$ cat src/rtl/uart_mmio_pkg.sv
// Shared constants for the UART MMIO register bank.
// Register offsets, I/O region tag and error flag bit positions.
package uart_mmio_pkg;

  localparam logic [3:0] IO_REGION   = 4'b1000;

  localparam logic [7:0] OFF_TX_STAT = 8'h00;
  localparam logic [7:0] OFF_RX_STAT = 8'h04;
  localparam logic [7:0] OFF_TX_DATA = 8'h08;
  localparam logic [7:0] OFF_RX_DATA = 8'h0C;
  localparam logic [7:0] OFF_CYCLE   = 8'h10;
  localparam logic [7:0] OFF_ERR     = 8'h14;

  localparam int ERR_TX_DROP = 0;
  localparam int ERR_RX_OVR  = 1;

endpackage

$ cat src/rtl/uart_rx_fifo.sv
// Byte FIFO buffering received UART data until software pops it.
// Occupancy count carries one extra bit so full and empty are distinct.
module uart_rx_fifo #(
  parameter int DEPTH = 8
) (
  input  logic       clk,
  input  logic       rst_n,
  input  logic       push,
  input  logic [7:0] wdata,
  input  logic       pop,
  output logic [7:0] rdata,
  output logic       full,
  output logic       empty
);

  localparam int AW = $clog2(DEPTH);
  localparam logic [AW:0] CNT_FULL = (AW+1)'(DEPTH);

  logic [7:0]  mem_q [DEPTH];
  logic [AW-1:0] wr_ptr_q, wr_ptr_d;
  logic [AW-1:0] rd_ptr_q, rd_ptr_d;
  logic [AW:0]   cnt_q, cnt_d;
  logic          do_push, do_pop;

  assign full    = cnt_q == CNT_FULL;
  assign empty   = cnt_q == '0;
  assign do_push = push & ~full;
  assign do_pop  = pop & ~empty;
  assign rdata   = mem_q[rd_ptr_q];

  always_comb begin
    wr_ptr_d = wr_ptr_q;
    rd_ptr_d = rd_ptr_q;
    cnt_d    = cnt_q;
    if (do_push) wr_ptr_d = wr_ptr_q + AW'(1);
    if (do_pop)  rd_ptr_d = rd_ptr_q + AW'(1);
    unique case ({do_push, do_pop})
      2'b10:   cnt_d = cnt_q + (AW+1)'(1);
      2'b01:   cnt_d = cnt_q - (AW+1)'(1);
      default: cnt_d = cnt_q;
    endcase
  end

  always_ff @(posedge clk or negedge rst_n) begin
    if (!rst_n) begin
      wr_ptr_q <= '0;
      rd_ptr_q <= '0;
      cnt_q    <= '0;
    end else begin
      wr_ptr_q <= wr_ptr_d;
      rd_ptr_q <= rd_ptr_d;
      cnt_q    <= cnt_d;
    end
  end

  // Storage needs no reset: only slots behind the count are ever read.
  always_ff @(posedge clk) begin
    if (do_push) mem_q[wr_ptr_q] <= wdata;
  end

endmodule

$ cat src/rtl/uart_mmio.sv
// UART memory-mapped register bank: TX holding register, RX FIFO,
// sticky error flags and a software-readable cycle counter.
module uart_mmio
  import uart_mmio_pkg::*;
#(
  parameter int RX_DEPTH = 8,
  parameter int CNT_W    = 32
) (
  input  logic        clk,
  input  logic        rst_n,
  input  logic        is_uart,
  input  logic [31:0] mem_addr,
  input  logic [1:0]  byte_offset,
  input  logic        rd_en,
  input  logic        wr_en,
  input  logic [31:0] wdata,
  output logic [31:0] rdata,
  output logic [7:0]  tx_data,
  output logic        tx_valid,
  input  logic        tx_ready,
  input  logic [7:0]  rx_data,
  input  logic        rx_valid,
  output logic        rx_ready
);

  logic [31:0]      rdata_q, rdata_d;
  logic             tx_valid_q, tx_valid_d;
  logic [7:0]       tx_data_q, tx_data_d;
  logic [CNT_W-1:0] cnt_q, cnt_d;
  logic             drop_q, drop_d;
  logic             ovr_q, ovr_d;

  logic       acc, wr, rd;
  logic [7:0] off;
  logic       tx_hs, tx_wr, tx_acc;
  logic       rx_push, rx_pop, rx_full, rx_empty;
  logic [7:0] rx_head;
  logic       err_clr;
  logic [31:0] rd_val;
  logic       unused_bits;

  assign unused_bits = ^{mem_addr[31:8], mem_addr[1:0], wdata[31:8]};

  assign off = {mem_addr[7:2], 2'b00};
  assign acc = is_uart & (byte_offset == 2'b00);
  assign wr  = acc & wr_en;
  assign rd  = acc & rd_en & ~wr_en;

  assign tx_hs   = tx_valid_q & tx_ready;
  assign tx_wr   = wr & (off == OFF_TX_DATA);
  assign tx_acc  = tx_wr & (~tx_valid_q | tx_hs);
  assign rx_push = rx_valid & rx_ready;
  assign rx_pop  = rd & (off == OFF_RX_DATA) & ~rx_empty;
  assign err_clr = wr & (off == OFF_ERR);

  uart_rx_fifo #(.DEPTH(RX_DEPTH)) u_rx_fifo (
    .clk   (clk),
    .rst_n (rst_n),
    .push  (rx_push),
    .wdata (rx_data),
    .pop   (rx_pop),
    .rdata (rx_head),
    .full  (rx_full),
    .empty (rx_empty)
  );

  always_comb begin
    rd_val = '0;
    unique case (1'b1)
      off == OFF_TX_STAT: rd_val = {31'b0, ~tx_valid_q};
      off == OFF_RX_STAT: rd_val = {31'b0, ~rx_empty};
      off == OFF_RX_DATA: rd_val = rx_empty ? '0 : {24'b0, rx_head};
      off == OFF_CYCLE:   rd_val = 32'(cnt_q);
      off == OFF_ERR:     rd_val = {30'b0, ovr_q, drop_q};
      default:            rd_val = '0;
    endcase
  end

  // Sets win over write-1-clears landing in the same cycle.
  always_comb begin
    rdata_d    = rd ? rd_val : rdata_q;
    tx_valid_d = tx_acc | (tx_valid_q & ~tx_hs);
    tx_data_d  = tx_acc ? wdata[7:0] : tx_data_q;
    cnt_d      = (wr & (off == OFF_CYCLE)) ? '0 : cnt_q + CNT_W'(1);
    drop_d     = (drop_q & ~(err_clr & wdata[ERR_TX_DROP]))
               | (tx_wr & ~tx_acc);
    ovr_d      = (ovr_q & ~(err_clr & wdata[ERR_RX_OVR]))
               | (rx_valid & rx_full);
  end

  always_ff @(posedge clk or negedge rst_n) begin
    if (!rst_n) begin
      rdata_q    <= '0;
      tx_valid_q <= 1'b0;
      tx_data_q  <= '0;
      cnt_q      <= '0;
      drop_q     <= 1'b0;
      ovr_q      <= 1'b0;
    end else begin
      rdata_q    <= rdata_d;
      tx_valid_q <= tx_valid_d;
      tx_data_q  <= tx_data_d;
      cnt_q      <= cnt_d;
      drop_q     <= drop_d;
      ovr_q      <= ovr_d;
    end
  end

  assign rdata    = rdata_q;
  assign tx_data  = tx_data_q;
  assign tx_valid = tx_valid_q;
  assign rx_ready = ~rx_full;

endmodule

$ cat config.mk
export PLATFORM = sky130hd
export DESIGN_NAME = uart_mmio
export DESIGN_NICKNAME = d
export VERILOG_FILES = /design/src/rtl/uart_mmio_pkg.sv /design/src/rtl/uart_rx_fifo.sv /design/src/rtl/uart_mmio.sv
export SDC_FILE = /design/constraint.sdc
export NUM_CORES = 1
export LEC_CHECK = 0
export ABC_AREA = 1
export CORE_MARGIN = 5
export CORE_UTILIZATION = 30
export DETAILED_ROUTE_END_ITERATION = 10
export PLACE_DENSITY = 0.62
export SETUP_SLACK_MARGIN = 0.2
export SYNTH_ARGS = -nofsm -noshare
export SYNTH_HDL_FRONTEND = slang
export SYNTH_SLANG_ARGS = --single-unit
$ cat constraint.sdc
create_clock -name clk -period 3.8 [get_ports clk]
set_input_delay 0.76 -clock clk [delete_from_list [all_inputs] [get_ports clk]]
set_output_delay 0.76 -clock clk [all_outputs]
set_load 0.02 [all_outputs]
Word-level counts from Yosys, hierarchy flattened
Memory sizes are Yosys's and may differ from the RTL's.
Index checks and enable logic that the tools add are counted.
- memories: 1
- logic and storage cells: 66
- bits in writable memories: 64
- flip-flop bits (word level): 85
- output and inout bits: 42
- input bits: 81
- eq/ne operators: 8
- reductions and logical operators: 4
- add/subtract/negate cells: 5
- muxes and demuxes: 6
- bitwise operators: 33
- memory list (name ; depth ; bits a word ; rd ports ; clocked after Yosys merged registers in ; wr ports ; RTL line ; source):
    u_rx_fifo.mem_q ; 8 ; 8 ; 1 ; 0 ; 1 ; uart_rx_fifo.sv:19 ; logic [7:0] mem_q [DEPTH];
- operators by type and width (kind ; number):
    $pmux W32 S5 ; 1
    $add A32 B1 Y32 const B ; 1
    $mux W32 ; 1
    $and A1 B1 Y1 ; 21
    $eq A6 B2 Y1 const B ; 2
    $eq A6 B3 Y1 const B ; 2
    $logic_not A8 Y1 ; 1
    $mux W8 ; 1
    $not A1 Y1 ; 8
    $pmux W4 S2 ; 1
    $add A3 B1 Y3 const B ; 2
    $eq A6 B1 Y1 const B ; 1
    $add A4 B1 Y4 const B ; 1
    $eq A4 B4 Y1 const B ; 1
    $logic_not A4 Y1 ; 1
    $or A1 B1 Y1 ; 4
    $sub A4 B1 Y4 const B ; 1
    $eq A2 B1 Y1 const B ; 1
    $eq A2 B2 Y1 const B ; 1
    $logic_not A2 Y1 ; 1
    $mux W1 ; 2
    $reduce_bool A2 Y1 ; 1

Longest topological paths before layout
Gate-level depths: netlist of run 1.
- word-level depth: 9
- gate-level depth with buffers: 13
- depth with buffers taken out: 12

Hierarchy
Synthesis of run 1 repeated with hierarchy kept, for this count alone.
- cells, all modules: 870
- area, all modules: 7118.1 sq um
- modules (own cells, without submodules) (module ; area an instance (sq um) ; cells each ; sequential area each (sq um) ; instances):
    uart_mmio ; 3716.1 ; 513 ; 1876.8 ; 1
    uart_rx_fifo ; 3402.0 ; 357 ; 2172.1 ; 1

Least setup slack after synthesis of run 1
Ideal clock, no wire load.
- path type: input-to-reg
- start: input port mem_addr[4]
- end: register u_rx_fifo.cnt_q[3]
- path buffers: 1
- cell stages on the path: 13
- setup time: 124 ps
- setup slack: 1205 ps
- data arrival time: 2471 ps
- required time: 3676 ps
- path through: nor2_1 inv_1 nor2_2 nand3_2 nor3_4 buf_6 ha_1 ha_1 a21oi_1 nand2_1 a21oi_1 o21ai_0 xnor2_1
- word-level cells in the longest chain between the ends: 6
- elaborated cells between the ends (all ways): 8
- classes of those cells: eq/ne (3); mux (1); bitwise (3); reduce/logical (1)
- ends and longest elaborated chain (what ; RTL line ; source):
    start: declaration ; uart_mmio.sv:12 ; input logic [31:0] mem_addr,
    $eq A6 B2 Y1 * ; uart_mmio.sv:53 ; assign rx_pop = rd & (off == OFF_RX_DATA) & ~rx_empty;
    $and A1 B1 Y1 * (2 in a row) ; uart_mmio.sv:53 ;
    $and A1 B1 Y1 * ; uart_rx_fifo.sv:28 ; assign do_pop = pop & ~empty;
    via u_rx_fifo.do_pop ; uart_rx_fifo.sv:23 ; logic do_push, do_pop;
    $eq A2 B1 Y1 or $eq A2 B2 Y1 (tied branches) ; uart_rx_fifo.sv:37 ; unique case ({do_push, do_pop})
    $pmux W4 S2 or $reduce_bool A2 Y1 (tied branches) ; n/a ;
    end signal: assignment ; uart_rx_fifo.sv:52 ; cnt_q <= cnt_d;
    end: declaration ; uart_rx_fifo.sv:22 ; logic [AW:0] cnt_q, cnt_d;
The timed path passes the listed nets; every way through them passes the cells marked *.
A chain may end at the register's enable or synchronous reset.

Worst setup path after layout of run 1
- start: register u_rx_fifo.cnt_q[0]
- end: output port rx_ready
- word-level cells in the longest chain between the ends: 2
- ends and longest elaborated chain (what ; RTL line ; source):
    $eq A4 B4 Y1 ; uart_rx_fifo.sv:25 ; assign full = cnt_q == CNT_FULL;
    $not A1 Y1 ; uart_mmio.sv:112 ; assign rx_ready = ~rx_full;
    end: declaration ; uart_mmio.sv:23 ; output logic rx_ready
Every way passes these cells.

==> flow_summary.json, run 1 <==
{
  "synth_ff_type": "sky130_fd_sc_hd__dfrtp_1",
  "status": "complete, no violations",
  "cellLeakagePower_nw": 3.66,
  "mappedNetlistNets": 819,
  "max_cap_viol_count": 0,
  "layout.core_utilization_pct": 37.9,
  "final-setup-viol-count": 0,
  "worstMarginPinSlew_ns": 1.17,
  "timing.slew.headroom_pct": 22.3,
  "synth_edf_count": 64,
  "crit_arrival_ns": 1.87,
  "comb_power_share_pct": 14.1,
  "post_synth_num_cell_types": 36,
  "setup.worst_path.end_class": "output port",
  "share_of_power_burned_in_registers_pct": 48.3,
  "pin_count_of_the_biggest_net_entering_global_routing": 44,
  "post_synth_fa_ha_maj_area_fraction_pct": 1.36,
  "grt_pass1_vias": 4912,
  "setup_tns_after_final_layout_ns": 0,
  "yosys-top-cells-area": "sky130_fd_sc_hd__dfrtp_1 30%, sky130_fd_sc_hd__edfxtp_1 27%, sky130_fd_sc_hd__nand2_1 9.7%",
  "p_clk_share_pct": 37.7,
  "cts_tree": "built",
  "via_count": 5085,
  "clock_root_buffer": "sky130_fd_sc_hd__clkbuf_16",
  "synth-xor-area-share_pct": 1.25,
  "finalWirelength_um": 16200,
  "dp.final_hpwl_um": 11500,
  "wl_per_cell_um": 14.2,
  "fin_worst_skew_ns": 0.00802,
  "rsz0062_at_grt": "no",
  "post_synth_most_frequent_cells": "180 x sky130_fd_sc_hd__nand2_1, 85 x sky130_fd_sc_hd__dfrtp_1, 77 x sky130_fd_sc_hd__nor2_1",
  "post_layout_nonfiller_instances": 1140,
  "sw_frac_of_total_pct": 29.5,
  "hold_buffers": 0,
  "cts_max_path_buffers": 2,
  "reg2reg_depth": 10,
  "cts_resized": 0,
  "synthesis.area_per_instance_sq_um": 9.56,
  "post-synth-top-area-fraction_pct": 30.4,
  "fin_nets": 902,
  "drc": 0,
  "grt_pass1_wl_um": 26500,
  "final_period_minus_worst_setup_slack_ns": 2.63,
  "hold_viol_final": 0,
  "placeableCoreArea_sq_mm": 0.0228,
  "synth_seq_area_share_pct": 57.9,
  "fmax_mhz": 380,
  "num_rows": 55,
  "h-tree-depth": 4,
  "ys_ff_latch": 149,
  "max-vdd-ir-drop_mv": 0.311,
  "antenna-diode-count": 0,
  "power_density_mw_per_mm2": 488,
  "cts_num_sinks": 149,
  "postCtsSetupBuffers": 0,
  "synth_top_family_by_area": "simple AND/OR/NAND/NOR gates",
  "final_min_period_over_clock_period_pct": 69.2,
  "synth.area.mux_share_pct": 0,
  "yosys_warnings": 0,
  "hold_path_class": "input pin to async pin",
  "drt.antenna.violating_nets": 0,
  "gr-usage-all-layers_pct": 12.8,
  "clock_slew_at_the_register_clock_pins_of_the_worst_setup_and_hold_paths_ns": 0.06,
  "critical_path.reg2reg.endpoint": "u_rx_fifo.cnt_q[3]",
  "critPathMaxFanout": 4,
  "post_synth_instance_area_sq_mm": 0.00699,
  "required_ns": 3.04,
  "antenna_found_initial": 0,
  "cts_inserted_buffers": 17,
  "total_of_buffers_placed_on_input_and_output_ports": 72,
  "vias_per_cell": 4.46,
  "worst_setup_path_endpoint": "rx_ready",
  "internal_power_w": 0.00297,
  "grt_remaining_overflow": 0,
  "pre_cts_ws_ns": 0.731,
  "worstSetupStartpointType": "flip-flop",
  "critical_path_class": "flip-flop to output port",
  "dr.first_iter.drc_count": 320,
  "start_util_pct": 30.7,
  "worstSkewPairLatency_ns": 0.42,
  "synth_compound_area_share_pct": 9.41,
  "reg2reg_from": "u_rx_fifo.cnt_q[0]",
  "drive_gt1_share_pct": 15.4,
  "async_flop_share_pct": 57.0,
  "p_sw_w": 0.00124,
  "worst_slack_ns": 1.17,
  "synth_top_area_cell": "sky130_fd_sc_hd__dfrtp_1",
  "die-height_um": 163,
  "final_max_slew_viol_count": 0,
  "fillers": 2260,
  "crit_start": "u_rx_fifo.cnt_q[0]",
  "boundaryPins": 123,
  "die-area_sq_mm": 0.0265,
  "syn_to_final_growth_pct": 23.5,
  "dr.pass1.iters": 5,
  "simple_logic_cell_fraction_of_the_synthesized_area_pct": 24.2,
  "post-synth-top-count-cell": "sky130_fd_sc_hd__nand2_1",
  "floorplan.die.width_um": 163,
  "regToRegSetupSlack_ns": 1.52,
  "synthesis.instances": 731,
  "gp_congestion": 0.863,
  "placed_cells_incl_taps": 1108
}
==> state kept, by name (all words and copies together) (netlist names) <==
signal and cells:
u_rx_fifo.mem_q 64, drop_q 1, u_rx_fifo.cnt_q 4, ovr_q 1, cnt_q 32, rdata 32, tx_valid 1, u_rx_fifo.wr_ptr_q 3
tx_data 8, u_rx_fifo.rd_ptr_q 3
==> worst min path at each step <==
stage / startpoint / end / slack, ns / cells past startpoint
global placement: tx_data[4] / tx_data[4] / 0.46 / 2
finish: rst_n / rdata[20] / 0.32 / 1
CTS: rst_n / rdata[20] / 0.34 / 1
global route: rst_n / rdata[20] / 0.36 / 1
detailed placement: tx_data[7] / tx_data[7] / 0.47 / 2
floorplan: rst_n / cnt_q[0] / 0.46 / 0
==> per-layer routing <==
layer,vias to the layer above,track usage (%),part of all wire (%)
li1,2576,-,-
met1,2395,17.9,49
met2,99,19.7,45
met3,15,3.24,4.7
met4,0,3.89,1.3
met5,-,0,0
==> final cells by class <==
| cell class | instances | area, sq um | share of cell area, % |
|---|---|---|---|
| Timing Repair Buffer | 86 | 823 | 9.53 |
| Inverter | 74 | 278 | 3.22 |
| Tap cell | 313 | 392 | 4.53 |
| Multi-Input combinational cell | 486 | 2530 | 29.4 |
| Clock inverter | 15 | 134 | 1.55 |
| Clock buffer | 17 | 425 | 4.93 |
| Sequential cell | 149 | 4050 | 46.9 |
==> metrics by stage <==
stage,area (sq um),hold WS [ns],total power (W)
2_1_floorplan,6990,0.463,0.00242
3_3_place_gp,8080,0.463,0.00265
3_5_place_dp,8080,0.466,0.00266
4_1_cts,8640,0.337,0.00426
5_1_grt,8640,0.359,0.00443
6_report,8640,0.320,0.00421
==> logic make-up after synthesis <==
kind of cell | count (synthesis)
compound gates | 103
xor+xnor | 10
fa+ha+maj | 7
buf+inv | 96
flops | 149
simple gates | 366
==> critical path: stages (launching register included) <==
cell	delay, ns
sky130_fd_sc_hd__dfrtp_1	0.42
sky130_fd_sc_hd__nor2_1	0.16
sky130_fd_sc_hd__nand3_1	0.24
sky130_fd_sc_hd__clkdlybuf4s50_1	0.63
==> placed cells by master, fill, tap and decap left out, types with 5 or more instances in the layout <==
| master | count |
|---|---|
| sky130_fd_sc_hd__inv_2 | 6 |
| sky130_fd_sc_hd__a21oi_1 | 21 |
| sky130_fd_sc_hd__nor2_2 | 13 |
| sky130_fd_sc_hd__nand2_1 | 180 |
| sky130_fd_sc_hd__nor2_1 | 77 |
| sky130_fd_sc_hd__inv_6 | 7 |
| sky130_fd_sc_hd__o211ai_1 | 12 |
| sky130_fd_sc_hd__buf_4 | 15 |
| sky130_fd_sc_hd__ha_1 | 6 |
| sky130_fd_sc_hd__clkdlybuf4s50_1 | 71 |
| sky130_fd_sc_hd__edfxtp_1 | 64 |
| sky130_fd_sc_hd__nor3_2 | 5 |
| sky130_fd_sc_hd__o21ai_2 | 29 |
| sky130_fd_sc_hd__xor2_1 | 7 |
| sky130_fd_sc_hd__dfrtp_1 | 85 |
| sky130_fd_sc_hd__or2_2 | 8 |
| sky130_fd_sc_hd__inv_1 | 67 |
| sky130_fd_sc_hd__clkbuf_16 | 17 |
| sky130_fd_sc_hd__nand3_1 | 44 |
| sky130_fd_sc_hd__o21ai_0 | 37 |
| sky130_fd_sc_hd__nor3_1 | 15 |
| sky130_fd_sc_hd__nor2_4 | 6 |
==> power by group through the flow <==
stage | Combinational [W] | Clock (W) | Sequential [W]
3_5_place_dp | 0.000599 | 0 | 0.00206
2_1_floorplan | 0.000382 | 0 | 0.00203
5_1_grt | 0.000677 | 0.00170 | 0.00206
6_report | 0.000593 | 0.00159 | 0.00203
3_3_place_gp | 0.000582 | 0 | 0.00206
4_1_cts | 0.000604 | 0.00162 | 0.00203
Power figures use the tool's default switching activity.
==> inputs of run 2 (changes only) <==
Settings changed: PLACE_DENSITY 0.62 to 0.64.
Clock period 3.8 ns to 2.3 ns, I/O delays scaled along.
==> flow_summary.json, run 2 (same netlist as run 1, synthesis figures left out) <==
{
  "status": "complete, no violations",
  "worstSkewPairLatency_ns": 0.43,
  "crit_arrival_ns": 2.31,
  "number_of_flip_flops_in_the_largest_register": 64,
  "reg2reg_depth": 11,
  "dp.final_hpwl_um": 12100,
  "antenna_found_initial": 0,
  "max-vdd-ir-drop_mv": 0.518,
  "vias_per_cell": 4.48,
  "fin_worst_skew_ns": 0.00802,
  "drc": 0,
  "finish.instance_area_sq_mm": 0.00897,
  "die-area_sq_mm": 0.0265,
  "clock_slew_at_the_register_clock_pins_of_the_worst_setup_and_hold_paths_ns": 0.07,
  "finalWirelength_um": 16600,
  "pin_count_of_the_biggest_net_entering_global_routing": 45,
  "final_cell_mix": "176 x sky130_fd_sc_hd__nand2_1, 85 x sky130_fd_sc_hd__dfrtp_1, 74 x sky130_fd_sc_hd__nor2_1",
  "h-tree-depth": 4,
  "reg2reg_from": "u_rx_fifo.cnt_q[1]",
  "required_ns": 2.61,
  "rsz0062_at_grt": "no",
  "final-setup-viol-count": 0,
  "dr.pass1.iters": 5,
  "fin_total_pwr_w": 0.00725,
  "die-height_um": 163,
  "hold_path_class": "input pin to async pin",
  "critPathMaxFanout": 4,
  "setup.worst_path.end_class": "flip-flop",
  "worstMarginPinSlew_ns": 0.793,
  "grt_pass1_wl_um": 27200,
  "crit_path_cell_trace": "clkdlybuf4s50_1 -> nand4_4 -> nor3_4 -> ha_4 -> ha_4 -> a21oi_2 -> nand2_2 -> a21oi_2 -> o21ai_1 -> xnor2_1",
  "boundaryPins": 123,
  "final_max_slew_viol_count": 0,
  "placed_cells_incl_taps": 1128,
  "num_rows": 55,
  "grt_pass1_vias": 5159,
  "critical_path.reg2reg.endpoint": "u_rx_fifo.cnt_q[3]",
  "cts_inserted_buffers": 17,
  "wl_per_cell_um": 14.3,
  "dr.first_iter.drc_count": 242,
  "grt_remaining_overflow": 0,
  "cts_tree": "built",
  "layout.core_utilization_pct": 39.4,
  "max_cap_viol_count": 0,
  "floorplan.die.width_um": 163,
  "hold_buffers": 0,
  "via_count": 5214,
  "clock_root_buffer": "sky130_fd_sc_hd__clkbuf_16",
  "final_min_period_over_clock_period_pct": 86.8,
  "gp_congestion": 0.845,
  "crit_slowest_cell": "sky130_fd_sc_hd__clkdlybuf4s50_1",
  "cts_num_sinks": 149,
  "critical_path_class": "input pin to flip-flop",
  "top_family_by_delay_on_critical_path": "buffers and inverters",
  "timing.slew.headroom_pct": 47.1,
  "layout_commonest_cell": "sky130_fd_sc_hd__nand2_1",
  "fin_nets": 927,
  "cellLeakagePower_nw": 3.88,
  "syn_to_final_growth_pct": 28.3,
  "antenna-diode-count": 0,
  "drt.antenna.violating_nets": 0,
  "cts_max_path_buffers": 2,
  "drive_gt1_share_pct": 19.5,
  "hold_viol_final": 0,
  "placeableCoreArea_sq_mm": 0.0228,
  "total_of_buffers_placed_on_input_and_output_ports": 72,
  "final_period_minus_worst_setup_slack_ns": 2.00,
  "fmax_mhz": 501,
  "worstSetupStartpointType": "input pin",
  "critPathMaxStageDelay_ns": 0.52,
  "gr-usage-all-layers_pct": 13.1,
  "area_post_placement_sq_mm": 0.00828,
  "registers.top_by_ff_count": "u_rx_fifo.mem_q",
  "critPathBufInv": 1,
  "post_layout_nonfiller_instances": 1165,
  "power_density_mw_per_mm2": 808,
  "regToRegSetupSlack_ns": 0.33,
  "start_util_pct": 30.7
}
==> run 2: changes by cell type in the layout (fill, tap and decap cells not counted), sizes merged <==
cell and delta:
inv -1, dlygate4sd2 +1, dlymetal6s2s +8, clkinvlp +1, buf +25, clkdlybuf4s50 -9
==> run 2: final cells by class <==
cell class	count	area (sq um)
inverter	74	278
clock inverter	15	180
tap	313	392
fill	2274	13800
timing repair buffer	111	1040
multi-input combinational	486	2600
clock buffer	17	425
sequential	149	4050
==> run 2: worst register-to-register path, cell delays in order (launching register included) <==
cell,delay [ns]
sky130_fd_sc_hd__dfrtp_1,0.43
sky130_fd_sc_hd__nor2_2,0.16
sky130_fd_sc_hd__nand2_2,0.08
sky130_fd_sc_hd__nor2_4,0.15
sky130_fd_sc_hd__nor3_4,0.07
sky130_fd_sc_hd__ha_4,0.18
sky130_fd_sc_hd__ha_4,0.22
sky130_fd_sc_hd__a21oi_2,0.15
sky130_fd_sc_hd__nand2_2,0.08
sky130_fd_sc_hd__a21oi_2,0.12
sky130_fd_sc_hd__o21ai_1,0.08
sky130_fd_sc_hd__xnor2_1,0.13
==> run 2: worst max path at each step <==
stage	start	endpoint	cells after the start
floorplan	mem_addr[4]	u_rx_fifo.cnt_q[3]	13
global placement	mem_addr[4]	u_rx_fifo.cnt_q[3]	13
detailed placement	mem_addr[4]	u_rx_fifo.cnt_q[3]	13
CTS	mem_addr[4]	u_rx_fifo.cnt_q[3]	13
global route	u_rx_fifo.cnt_q[1]	u_rx_fifo.cnt_q[3]	11
finish	is_uart	u_rx_fifo.cnt_q[3]	10
==> run 2: through the flow <==
stage	setup TNS, ns	setup WS, ns	hold WS (ns)
after global routing	0	0.207	0.0749
after detailed placement	-1.25	-0.419	0.467
after CTS	0	0.113	0.0574
final	0	0.305	0.0383
after floorplan	0	0.117	0.164
after global placement	-1.06	-0.359	0.465
==> run 2: per-layer routing <==
metal	up-vias	global-route usage, %	share of wire, %
li1	2623	-	-
met1	2471	17.3	45
met2	100	21.4	49
met3	20	3.24	4.7
met4	0	3.89	1.5
met5	-	0	0
==> run 2: timing repair <==
action,4_1_cts,5_1_grt
pin swaps,2,13
setup endpoints to repair,4,3
resized for setup,1,16
gates cloned,0,0
setup buffers,1,4
==> run 2: report_power, final <==
part | switching [W] | internal (W)
clock network | 0.00134 | 0.00148
registers | 0.000247 | 0.00311
logic | 0.000638 | 0.000435
